### config.mk
export PLATFORM = sky130hd
export DESIGN_NAME = mem_access_stage
export DESIGN_NICKNAME = d
export VERILOG_FILES = /design/src/rtl/mem_stage_pkg.sv /design/src/rtl/mem_load_align.sv /design/src/rtl/mem_access_stage.sv
export SDC_FILE = /design/constraint.sdc
export NUM_CORES = 1
export LEC_CHECK = 0
export BUFFER_PORTS_ARGS = -buffer_cell sky130_fd_sc_hd__buf_2
export CORE_MARGIN = 3
export CORE_UTILIZATION = 40
export DETAILED_ROUTE_END_ITERATION = 10
export PLACE_DENSITY = 0.69
export SYNTH_ARGS = -nofsm -noshare
export SYNTH_HDL_FRONTEND = slang
export SYNTH_SLANG_ARGS = --single-unit
### constraint.sdc
create_clock -name MEMORY_CLOCK -period 2.6 [get_ports MEMORY_CLOCK]
set_clock_uncertainty 0.1 [all_clocks]
set_input_delay 0.26 -clock MEMORY_CLOCK [delete_from_list [all_inputs] [get_ports MEMORY_CLOCK]]
set_output_delay 0.26 -clock MEMORY_CLOCK [all_outputs]
set_load 0.01 [all_outputs]
### src/rtl/mem_stage_pkg.sv
// Shared types and helpers for the OTTER memory stage.
package mem_stage_pkg;

  typedef enum logic [1:0] {
    MSZ_BYTE = 2'b00,
    MSZ_HALF = 2'b01,
    MSZ_WORD = 2'b10,
    MSZ_RSVD = 2'b11
  } mem_size_t;

  typedef enum logic {
    MS_IDLE     = 1'b0,
    MS_WAIT_ACK = 1'b1
  } mem_state_t;

  // Half needs addr[0]=0; word (and the reserved size, treated as word) needs addr[1:0]=0.
  function automatic logic is_misaligned(input mem_size_t size, input logic [1:0] addr);
    case (size)
      MSZ_BYTE: return 1'b0;
      MSZ_HALF: return addr[0];
      default:  return addr != 2'b00;
    endcase
  endfunction

endpackage

### src/rtl/mem_load_align.sv
// Load-data aligner: shifts the addressed lane down, truncates to the access
// size and sign- or zero-extends to 32 bits.
module mem_load_align
  import mem_stage_pkg::*;
(
  input  logic [31:0] rdata_i,
  input  logic [1:0]  addr_i,
  input  mem_size_t   size_i,
  input  logic        uns_i,
  output logic [31:0] data_o
);

  logic [31:0] sh;

  // Lane select then extend.
  always_comb begin
    sh = rdata_i >> {addr_i, 3'b000};
    case (size_i)
      MSZ_BYTE: data_o = {{24{~uns_i & sh[7]}},  sh[7:0]};
      MSZ_HALF: data_o = {{16{~uns_i & sh[15]}}, sh[15:0]};
      default:  data_o = sh;
    endcase
  end

endmodule

### src/rtl/mem_access_stage.sv
// OTTER memory stage: issues loads/stores over a req/ack bus, stalls upstream
// while an access is outstanding, and registers results for writeback.
// Optional macro MEM_MISALIGN_TRAP_EN: misaligned accesses are not issued and
// retire immediately with MEM_MISALIGN=1 and MEM_REGWRITE=0.
module mem_access_stage
  import mem_stage_pkg::*;
#(
  parameter int ADDR_W = 32,
  parameter int DATA_W = 32
) (
  input  logic              MEMORY_CLOCK,
  input  logic              MEMORY_RESET,
  input  logic              EXEC_VALID,
  input  logic [ADDR_W-1:0] EXEC_PC_4,
  input  logic [DATA_W-1:0] EXEC_ALU_RESULT,
  input  logic [DATA_W-1:0] EXEC_RS2,
  input  logic [1:0]        EXEC_RF_WR_SEL,
  input  logic              EXEC_REGWRITE,
  input  logic              EXEC_MEMWRITE,
  input  logic              EXEC_MEMREAD2,
  input  logic [1:0]        EXEC_SIZE,
  input  logic              EXEC_UNSIGNED,
  output logic              MEM_STALL,
  output logic              DMEM_REQ,
  output logic              DMEM_WE,
  output logic [ADDR_W-1:0] DMEM_ADDR,
  output logic [DATA_W-1:0] DMEM_WDATA,
  output logic [3:0]        DMEM_BE,
  input  logic [DATA_W-1:0] DMEM_RDATA,
  input  logic              DMEM_ACK,
  output logic              MEM_VALID,
  output logic [ADDR_W-1:0] MEM_PC_4,
  output logic [DATA_W-1:0] MEM_ALU_RESULT,
  output logic [DATA_W-1:0] MEM_LOAD_DATA,
  output logic [1:0]        MEM_RF_WR_SEL,
  output logic              MEM_REGWRITE,
  output logic              MEM_MISALIGN
);

  mem_state_t        state_q, state_d;
  logic [ADDR_W-1:0] req_addr_q, req_addr_d;
  logic [3:0]        req_be_q, req_be_d;
  logic [DATA_W-1:0] req_wdata_q, req_wdata_d;
  logic              req_we_q, req_we_d;
  mem_size_t         req_size_q, req_size_d;
  logic              req_uns_q, req_uns_d;
  logic [1:0]        req_off_q, req_off_d;

  logic              valid_q, valid_d;
  logic [ADDR_W-1:0] pc4_q, pc4_d;
  logic [DATA_W-1:0] alu_q, alu_d;
  logic [DATA_W-1:0] ld_q, ld_d;
  logic [1:0]        rfsel_q, rfsel_d;
  logic              rw_q, rw_d;
  logic              mis_q, mis_d;

  mem_size_t         sz;
  logic [1:0]        off;
  logic              memop, mis, trap;
  logic [3:0]        be_c;
  logic [DATA_W-1:0] wdata_c;
  logic [DATA_W-1:0] aligned;

  assign sz    = mem_size_t'(EXEC_SIZE);
  assign off   = EXEC_ALU_RESULT[1:0];
  assign memop = EXEC_MEMWRITE | EXEC_MEMREAD2;
  assign mis   = is_misaligned(sz, off);
`ifdef MEM_MISALIGN_TRAP_EN
  assign trap  = EXEC_VALID & memop & mis;
`else
  assign trap  = 1'b0;
`endif

  // Byte-lane enables and lane-replicated store data for the incoming op.
  always_comb begin
    case (sz)
      MSZ_BYTE: begin be_c = 4'b0001 << off;             wdata_c = {4{EXEC_RS2[7:0]}};  end
      MSZ_HALF: begin be_c = 4'b0011 << {off[1], 1'b0};  wdata_c = {2{EXEC_RS2[15:0]}}; end
      default:  begin be_c = 4'b1111;                    wdata_c = EXEC_RS2;            end
    endcase
  end

  // Latched request lanes drive the aligner when the ack arrives.
  mem_load_align u_align (
    .rdata_i (DMEM_RDATA),
    .addr_i  (req_off_q),
    .size_i  (req_size_q),
    .uns_i   (req_uns_q),
    .data_o  (aligned)
  );

  // Next-state, stall and writeback-register update. While stalled the
  // upstream holds EXEC_*, so pass-through fields are taken at retire time.
  always_comb begin
    state_d     = state_q;
    req_addr_d  = req_addr_q;
    req_be_d    = req_be_q;
    req_wdata_d = req_wdata_q;
    req_we_d    = req_we_q;
    req_size_d  = req_size_q;
    req_uns_d   = req_uns_q;
    req_off_d   = req_off_q;
    valid_d     = 1'b0;
    pc4_d       = pc4_q;
    alu_d       = alu_q;
    ld_d        = ld_q;
    rfsel_d     = rfsel_q;
    rw_d        = rw_q;
    mis_d       = mis_q;
    MEM_STALL   = 1'b0;
    case (state_q)
      MS_IDLE: begin
        if (EXEC_VALID) begin
          if (memop && !trap) begin
            MEM_STALL   = 1'b1;
            state_d     = MS_WAIT_ACK;
            req_addr_d  = {EXEC_ALU_RESULT[ADDR_W-1:2], 2'b00};
            req_be_d    = be_c;
            req_wdata_d = wdata_c;
            req_we_d    = EXEC_MEMWRITE;
            req_size_d  = sz;
            req_uns_d   = EXEC_UNSIGNED;
            req_off_d   = off;
          end else begin
            valid_d = 1'b1;
            pc4_d   = EXEC_PC_4;
            alu_d   = EXEC_ALU_RESULT;
            rfsel_d = EXEC_RF_WR_SEL;
            rw_d    = EXEC_REGWRITE & ~trap;
            ld_d    = '0;
            mis_d   = trap;
          end
        end
      end
      MS_WAIT_ACK: begin
        MEM_STALL = ~DMEM_ACK;
        if (DMEM_ACK) begin
          state_d = MS_IDLE;
          valid_d = 1'b1;
          pc4_d   = EXEC_PC_4;
          alu_d   = EXEC_ALU_RESULT;
          rfsel_d = EXEC_RF_WR_SEL;
          rw_d    = EXEC_REGWRITE;
          ld_d    = req_we_q ? '0 : aligned;
          mis_d   = is_misaligned(req_size_q, req_off_q);
        end
      end
      default: state_d = MS_IDLE;
    endcase
  end

  // State and output registers, synchronous active-low reset.
  always_ff @(posedge MEMORY_CLOCK) begin
    if (!MEMORY_RESET) begin
      state_q     <= MS_IDLE;
      req_addr_q  <= '0;
      req_be_q    <= '0;
      req_wdata_q <= '0;
      req_we_q    <= 1'b0;
      req_size_q  <= MSZ_BYTE;
      req_uns_q   <= 1'b0;
      req_off_q   <= '0;
      valid_q     <= 1'b0;
      pc4_q       <= '0;
      alu_q       <= '0;
      ld_q        <= '0;
      rfsel_q     <= '0;
      rw_q        <= 1'b0;
      mis_q       <= 1'b0;
    end else begin
      state_q     <= state_d;
      req_addr_q  <= req_addr_d;
      req_be_q    <= req_be_d;
      req_wdata_q <= req_wdata_d;
      req_we_q    <= req_we_d;
      req_size_q  <= req_size_d;
      req_uns_q   <= req_uns_d;
      req_off_q   <= req_off_d;
      valid_q     <= valid_d;
      pc4_q       <= pc4_d;
      alu_q       <= alu_d;
      ld_q        <= ld_d;
      rfsel_q     <= rfsel_d;
      rw_q        <= rw_d;
      mis_q       <= mis_d;
    end
  end

  assign DMEM_REQ       = (state_q == MS_WAIT_ACK);
  assign DMEM_WE        = DMEM_REQ & req_we_q;
  assign DMEM_ADDR      = req_addr_q;
  assign DMEM_BE        = req_be_q;
  assign DMEM_WDATA     = req_wdata_q;
  assign MEM_VALID      = valid_q;
  assign MEM_PC_4       = pc4_q;
  assign MEM_ALU_RESULT = alu_q;
  assign MEM_LOAD_DATA  = ld_q;
  assign MEM_RF_WR_SEL  = rfsel_q;
  assign MEM_REGWRITE   = rw_q;
  assign MEM_MISALIGN   = mis_q;

endmodule

==> results.json, run 1 <==
{
  "cp-start-kind": "register",
  "core_um2": 17500,
  "path_cells": "nor2b_1, buf_4, o21ai_4, o21ai_0, buf_2",
  "intPower_mw": 4.66,
  "yosys_warnings": 0,
  "postRouteAntennaNets": 0,
  "path_class": "reg -> out",
  "vias_per_cell": 5.00,
  "multi_input_area_um2": 3500,
  "vias": 6967,
  "clock_power_share_pct": 39.2,
  "postSynthAreaPerCell_um2": 8.92,
  "clockRootBuffer": "clkbuf_16",
  "stdcell_area_um2": 10200,
  "grt_first_pass_wirelength_um": 35100,
  "final_max_slew_viol_count": 0,
  "slew_headroom_pct": 39.5,
  "die_w_um": 141,
  "gp_congestion": 0.846,
  "cts_tree": "done",
  "grt_pass1_vias": 6681,
  "run_status": "completed",
  "place_hpwl_um": 15000,
  "path_clk_slew_ns": 0.07,
  "drt_first_iter_violations": 434,
  "antenna_cells": 0,
  "worst_ep_arrival_time_ns": 1.93,
  "dr.pass1.iters": 5,
  "start_util_pct": 41.5,
  "finalNetCount": 1296,
  "pwr-share-comb_pct": 15.6,
  "p_sw_mw": 1.75,
  "seqCellArea_um2": 3480,
  "cellPowerDensity_nw_per_um2": 627,
  "endpoint_kind": "primary output",
  "final_layout_size_suffix_gt1_share_pct": 32.4,
  "n_fill_cell": 1541,
  "final.setup.tns_ns": 0,
  "chipHeight_um": 141,
  "rows": 48,
  "layout_commonest_cell": "buf_2",
  "pre_cts_ws_ns": 0.502,
  "setup_slack_ns": 0.307,
  "drv_cap": 0,
  "syn_area_um2": 7270,
  "static-leakage-power_nw": 4.71,
  "cts_htree_levels": 4,
  "drt_wl_total_um": 22200,
  "clock_sinks": 174,
  "placed_cell_area_um2": 8950,
  "grt_max_degree": 152,
  "clock_latency_ns": 0.43,
  "io_buffers": 309,
  "tightest_slew_ns": 0.907,
  "seqPwrFrac_pct": 45.2,
  "setup_viol_count_final": 0,
  "ir_worst_vdd_mv": 0.472,
  "max_freq_ghz": 0.436,
  "die-area_um2": 19800,
  "synth_cells": 815,
  "final.period_utilization_pct": 88.2,
  "cp_max_fo": 29,
  "areaGrowthSynthToFinish_pct": 40.6,
  "holdCritPathClass": "in -> reg",
  "cts.path.max_buffers": 2,
  "grt-ovfl-total": 0,
  "io_pins": 312,
  "grt_usage_pct": 21.7,
  "swShare_pct": 27.3,
  "ys_ff_latch": 174,
  "wl_per_cell_um": 15.9,
  "yosysSeqAreaShare_pct": 47.9,
  "rsz0062_at_grt": "no",
  "cpMaxStageDelayCell": "dfxtp_1",
  "cts_buffers": 17,
  "drc": 0,
  "mostFrequentLayoutCells": "buf_2 (308), nand2_1 (264), dfxtp_1 (174)",
  "cp_slowest_stage_delay_ns": 0.48,
  "min_period_ns": 2.29,
  "ys_types": 39,
  "cp.required_ns": 2.24,
  "final-hold-violation-count": 0,
  "grt_antenna_before_repair": 0
}
-- Yosys cell counts --
cell / number / area share (%)
nor3b_2: 2 / 0.34
nand2_1: 264 / 14
a21boi_0: 118 / 12
buf_6: 2 / 0.31
nand4b_1: 1 / 0.12
a21boi_2: 1 / 0.15
inv_1: 3 / 0.15
o211a_1: 16 / 2.2
nor3_1: 1 / 0.069
nor2_1: 3 / 0.15
a22oi_1: 10 / 1.0
and2_1: 5 / 0.43
nand3b_1: 7 / 0.72
o21a_1: 1 / 0.10
a221o_1: 16 / 2.2
mux2_2: 8 / 1.2
mux2i_1: 24 / 3.3
nor2b_1: 12 / 1.0
a21oi_1: 9 / 0.62
o21ai_1: 1 / 0.069
o31a_1: 1 / 0.12
buf_2: 21 / 1.4
nand2b_1: 2 / 0.17
dfxtp_1: 174 / 48
o21ai_0: 31 / 2.1
buf_1: 1 / 0.052
a31oi_1: 4 / 0.34
or2_2: 2 / 0.17
xor2_1: 1 / 0.12
mux4_2: 8 / 2.5
buf_4: 3 / 0.31
o21bai_1: 1 / 0.10
nand3_1: 8 / 0.55
a22o_1: 1 / 0.12
o2bb2ai_1: 8 / 0.96
conb_1: 1 / 0.052
clkbuf_1: 42 / 2.2
nand4b_4: 1 / 0.33
a2111oi_4: 1 / 0.38
-- cells by family (layout without fill, tap and decap cells) --
| group | count (synthesis) | after routing | share of synthesized area [%] |
|---|---|---|---|
| AND/OR/NAND/NOR | 308 | 308 | 17.7 |
| AO/OA/AOI/OAI | 219 | 219 | 22.7 |
| flip-flops | 174 | 174 | 47.9 |
| buffers and inverters | 72 | 425 | 4.44 |
| multiplexers | 40 | 40 | 7.02 |
| other | 1 | 2 | 0.0516 |
| XOR/XNOR | 1 | 1 | 0.120 |
-- stage by stage --
stage | cells | utilization [%] | hold slack [ns] | total power [mW]
after floorplan | 816 | - | 0.298 | 3.46
after global placement | 1293 | 51.0 | 0.346 | 3.86
after detailed placement | 1293 | 51.0 | 0.350 | 3.87
after CTS | 1393 | 58.2 | 0.00131 | 6.46
after global routing | 1394 | 58.3 | 0.00135 | 6.71
final | 1394 | 58.3 | 0.0168 | 6.41
-- power by group through the flow --
stage                     Clock (mW)  Sequential (mW)  Combinational, mW
after floorplan                    0             3.02              0.446
final                           2.51             2.90              0.999
after detailed placement           0             2.95              0.917
after global placement             0             2.95              0.912
after CTS                       2.57             2.89              0.999
after global routing            2.70             2.91               1.10
-- worst max-delay path, delay by kind of cell, from the launching register on --
kind	cells	cell delay [ns]
buffers and inverters	2	0.39
AO/OA/AOI/OAI	2	0.55
flip-flops	1	0.48
AND/OR/NAND/NOR	1	0.08
-- area by class of cell --
type	instances	area share (%)
multi-input combinational	570	34.2
sequential	174	34.1
timing repair buffer	390	23.2
clock buffer	19	4.43
tap	225	2.75
clock inverter	13	1.26
inverter	3	0.110
-- flip-flops by register name, summed over array words and instances (netlist names) --
name            cells
DMEM_BE             4
req_size_q          2
MEM_RF_WR_SEL       2
req_uns_q           1
MEM_REGWRITE        1
MEM_MISALIGN        1
DMEM_REQ            1
MEM_PC_4           32
DMEM_ADDR          30
DMEM_WDATA         32
MEM_LOAD_DATA      32
MEM_VALID           1
MEM_ALU_RESULT     32
req_off_q           2
req_we_q            1
-- metal layers --
layer	routed length (µm)	share of wire [%]	track usage (%)
met1	9140	41	25.8
met2	10800	49	36.9
met3	1700	7.7	6.95
met4	550	2.5	7.90
met5	0	0	0
-- what timing repair did --
action                                 4_1_cts  5_1_grt
buffers inserted                             0        0
hold buffers                                68        1
endpoints found under the hold margin       88        1
gates resized for setup                      0        0
-- worst paths after layout --
path         slack (ns)  depth (start not counted)               from           endpoint
max                0.31                          5           DMEM_REQ          MEM_STALL
min                0.02                          3        EXEC_RS2[2]      DMEM_WDATA[2]
max reg2reg        0.51                          4       req_off_q[1]  MEM_LOAD_DATA[16]
min reg2reg        0.36                          2  MEM_ALU_RESULT[8]  MEM_ALU_RESULT[8]
Note: power is estimated with default switching activity, not from simulation.
==> run 2: changes to the inputs <==
--- a/config.mk
+++ b/config.mk
@@ -10,5 +10,5 @@
 export CORE_UTILIZATION = 40
 export DETAILED_ROUTE_END_ITERATION = 10
-export PLACE_DENSITY = 0.69
+export PLACE_DENSITY = 0.66
 export SYNTH_ARGS = -nofsm -noshare
 export SYNTH_HDL_FRONTEND = slang
--- a/constraint.sdc
+++ b/constraint.sdc
@@ -3,3 +3,3 @@
 set_input_delay 0.26 -clock MEMORY_CLOCK [delete_from_list [all_inputs] [get_ports MEMORY_CLOCK]]
 set_output_delay 0.26 -clock MEMORY_CLOCK [all_outputs]
-set_load 0.01 [all_outputs]
+set_load 0.02 [all_outputs]
==> run 2 against run 1 <==
Worst setup slack lost 0.014 ns. Highest routed layer is now met5. Largest cell class unchanged. Design area grew 0.21%. Core utilization rose by 0.12 points.
==> results.json, run 2 (synthesized netlist as in run 1, its figures left out) <==
{
  "run_status": "completed",
  "setup_viol_count_final": 0,
  "postRouteAntennaNets": 0,
  "met3_length_um": 1850,
  "final-hold-violation-count": 0,
  "post_cts_buffers": 0,
  "mostFrequentLayoutCells": "buf_2 (308), nand2_1 (264), dfxtp_1 (174)",
  "reg2reg_to": "MEM_LOAD_DATA[31]",
  "rsz0062_at_grt": "no",
  "worst-path-stages": 5,
  "slew_headroom_pct": 43.0,
  "wl_per_cell_um": 16.2,
  "final.period_utilization_pct": 88.8,
  "cp.required_ns": 2.24,
  "holdCritStartpoint": "EXEC_PC_4[8]",
  "die_w_um": 141,
  "r2r_start": "DMEM_REQ",
  "highest_layer": "met5",
  "grt_pass1_vias": 6669,
  "drt_first_iter_violations": 325,
  "static-leakage-power_nw": 4.72,
  "max_freq_ghz": 0.433,
  "drc": 0,
  "cp_max_fo": 29,
  "cpMaxStageDelayCell": "dfxtp_1",
  "final.setup.tns_ns": 0,
  "reg2reg_slack_ns": 0.60,
  "grt_first_pass_wirelength_um": 35200,
  "final_layout_size_suffix_gt1_share_pct": 32.4,
  "grt_max_degree": 90,
  "dr.pass1.iters": 5,
  "layout_commonest_cell": "buf_2",
  "io_buffers": 309,
  "min_period_ns": 2.31,
  "rows": 48,
  "met1_length_um": 9140,
  "endpoint": "MEM_STALL",
  "cellPowerDensity_nw_per_um2": 640,
  "cp_slowest_stage_delay_ns": 0.46,
  "reg2regPathDepth": 5,
  "path_cells": "nor2b_1, buf_4, o21ai_4, o21ai_0, buf_2",
  "die-area_um2": 19800,
  "areaGrowthSynthToFinish_pct": 40.9,
  "drt_wl_total_um": 22600,
  "vias": 6941,
  "place_hpwl_um": 15400,
  "cts_htree_levels": 4,
  "grt-ovfl-total": 0,
  "path_clk_slew_ns": 0.06,
  "gp_congestion": 0.809,
  "critPathLaunch": "DMEM_REQ",
  "core_um2": 17500,
  "wl_met2_um": 10900,
  "path_class": "reg -> out",
  "clock_sinks": 174,
  "clock_latency_ns": 0.43,
  "io_pins": 312,
  "cts_resized": 0,
  "drv_cap": 0,
  "path_buf_inv": 2,
  "final_max_slew_viol_count": 0,
  "cts_hold_buffers": 67,
  "finalNetCount": 1297,
  "cp-start-kind": "register",
  "endpoint_kind": "primary output",
  "start_util_pct": 41.5,
  "cts_buffers": 17,
  "grt_antenna_before_repair": 4,
  "cts_tree": "done",
  "cts.path.max_buffers": 2,
  "grt_usage_pct": 22.1,
  "n_fill_cell": 1578,
  "critical-path-top-delay-family": "compound AO/OA/AOI/OAI gates",
  "whs_ns": 0.0179,
  "clockRootBuffer": "clkbuf_16",
  "holdCritPathClass": "in -> reg",
  "chipHeight_um": 141,
  "vias_per_cell": 4.97,
  "worst_ep_arrival_time_ns": 1.95,
  "tightest_slew_ns": 0.852,
  "ir_worst_vdd_mv": 0.538
}
## run 2: cell types whose count changed in the layout (fill, tap and decap cells not counted), moves of 2 or more
cell           before  now
clkinvlp_4          4    1
diode_2             0    3
buf_4              10   12
clkbuf_1            0    2
clkinv_4            2    4
dlygate4sd3_1      69   67
## run 2: how the worst min path moves through the flow
stage	to	depth (start not counted)
2_1_floorplan	MEM_LOAD_DATA[24]	1
3_3_place_gp	MEM_ALU_RESULT[6]	2
3_5_place_dp	MEM_LOAD_DATA[13]	1
4_1_cts	MEM_PC_4[8]	3
5_1_grt	MEM_PC_4[8]	3
6_report	MEM_PC_4[8]	3
## run 2: through the flow
step | area (µm²) | utilization (%) | power [mW] | worst slack, ns | cells
after CTS | 10200 | 58.4 | 6.60 | 0.255 | 1394
after global routing | 10200 | 58.4 | 6.84 | 0.108 | 1397
after global placement | 8980 | 51.2 | 3.98 | 0.593 | 1296
after floorplan | 7270 | - | 3.57 | 0.766 | 816
final | 10200 | 58.4 | 6.55 | 0.292 | 1397
after detailed placement | 8980 | 51.2 | 3.99 | 0.557 | 1296
## run 2: power breakdown
part / switching, mW / leakage, nW / internal [mW]
combinational: 0.659 / 3.02 / 0.462
sequential: 0.0785 / 1.42 / 2.81
clock: 1.09 / 0.281 / 1.45
total: 1.82 / 4.72 / 4.73
## run 2: worst register-to-register path: stages (launching register included)
cell and delay, ns:
dfxtp_1 0.46, nand4b_4 0.23, nor3b_2 0.23, buf_4 0.19, nor2b_1 0.50, a221o_1 0.24
## run 2: metal layers
layer  vias to the layer above  global-route usage, %
met1                      3193                   26.2
met4                         2                   10.0
met5                         -                      0
met3                        45                   7.63
met2                       243                   36.1
li1                       3458                      -
## run 2: final cells by class
type                            instances  area [µm²]  area share, %
Inverter                                3        11.3          0.110
Timing Repair Buffer                  391        2380           23.3
Tap cell                              225         282           2.75
Clock inverter                         11         134           1.31
Clock buffer                           20         447           4.36
Sequential cell                       174        3480           34.0
Multi-Input combinational cell        570        3500           34.1
Antenna cell                            3        7.51         0.0733
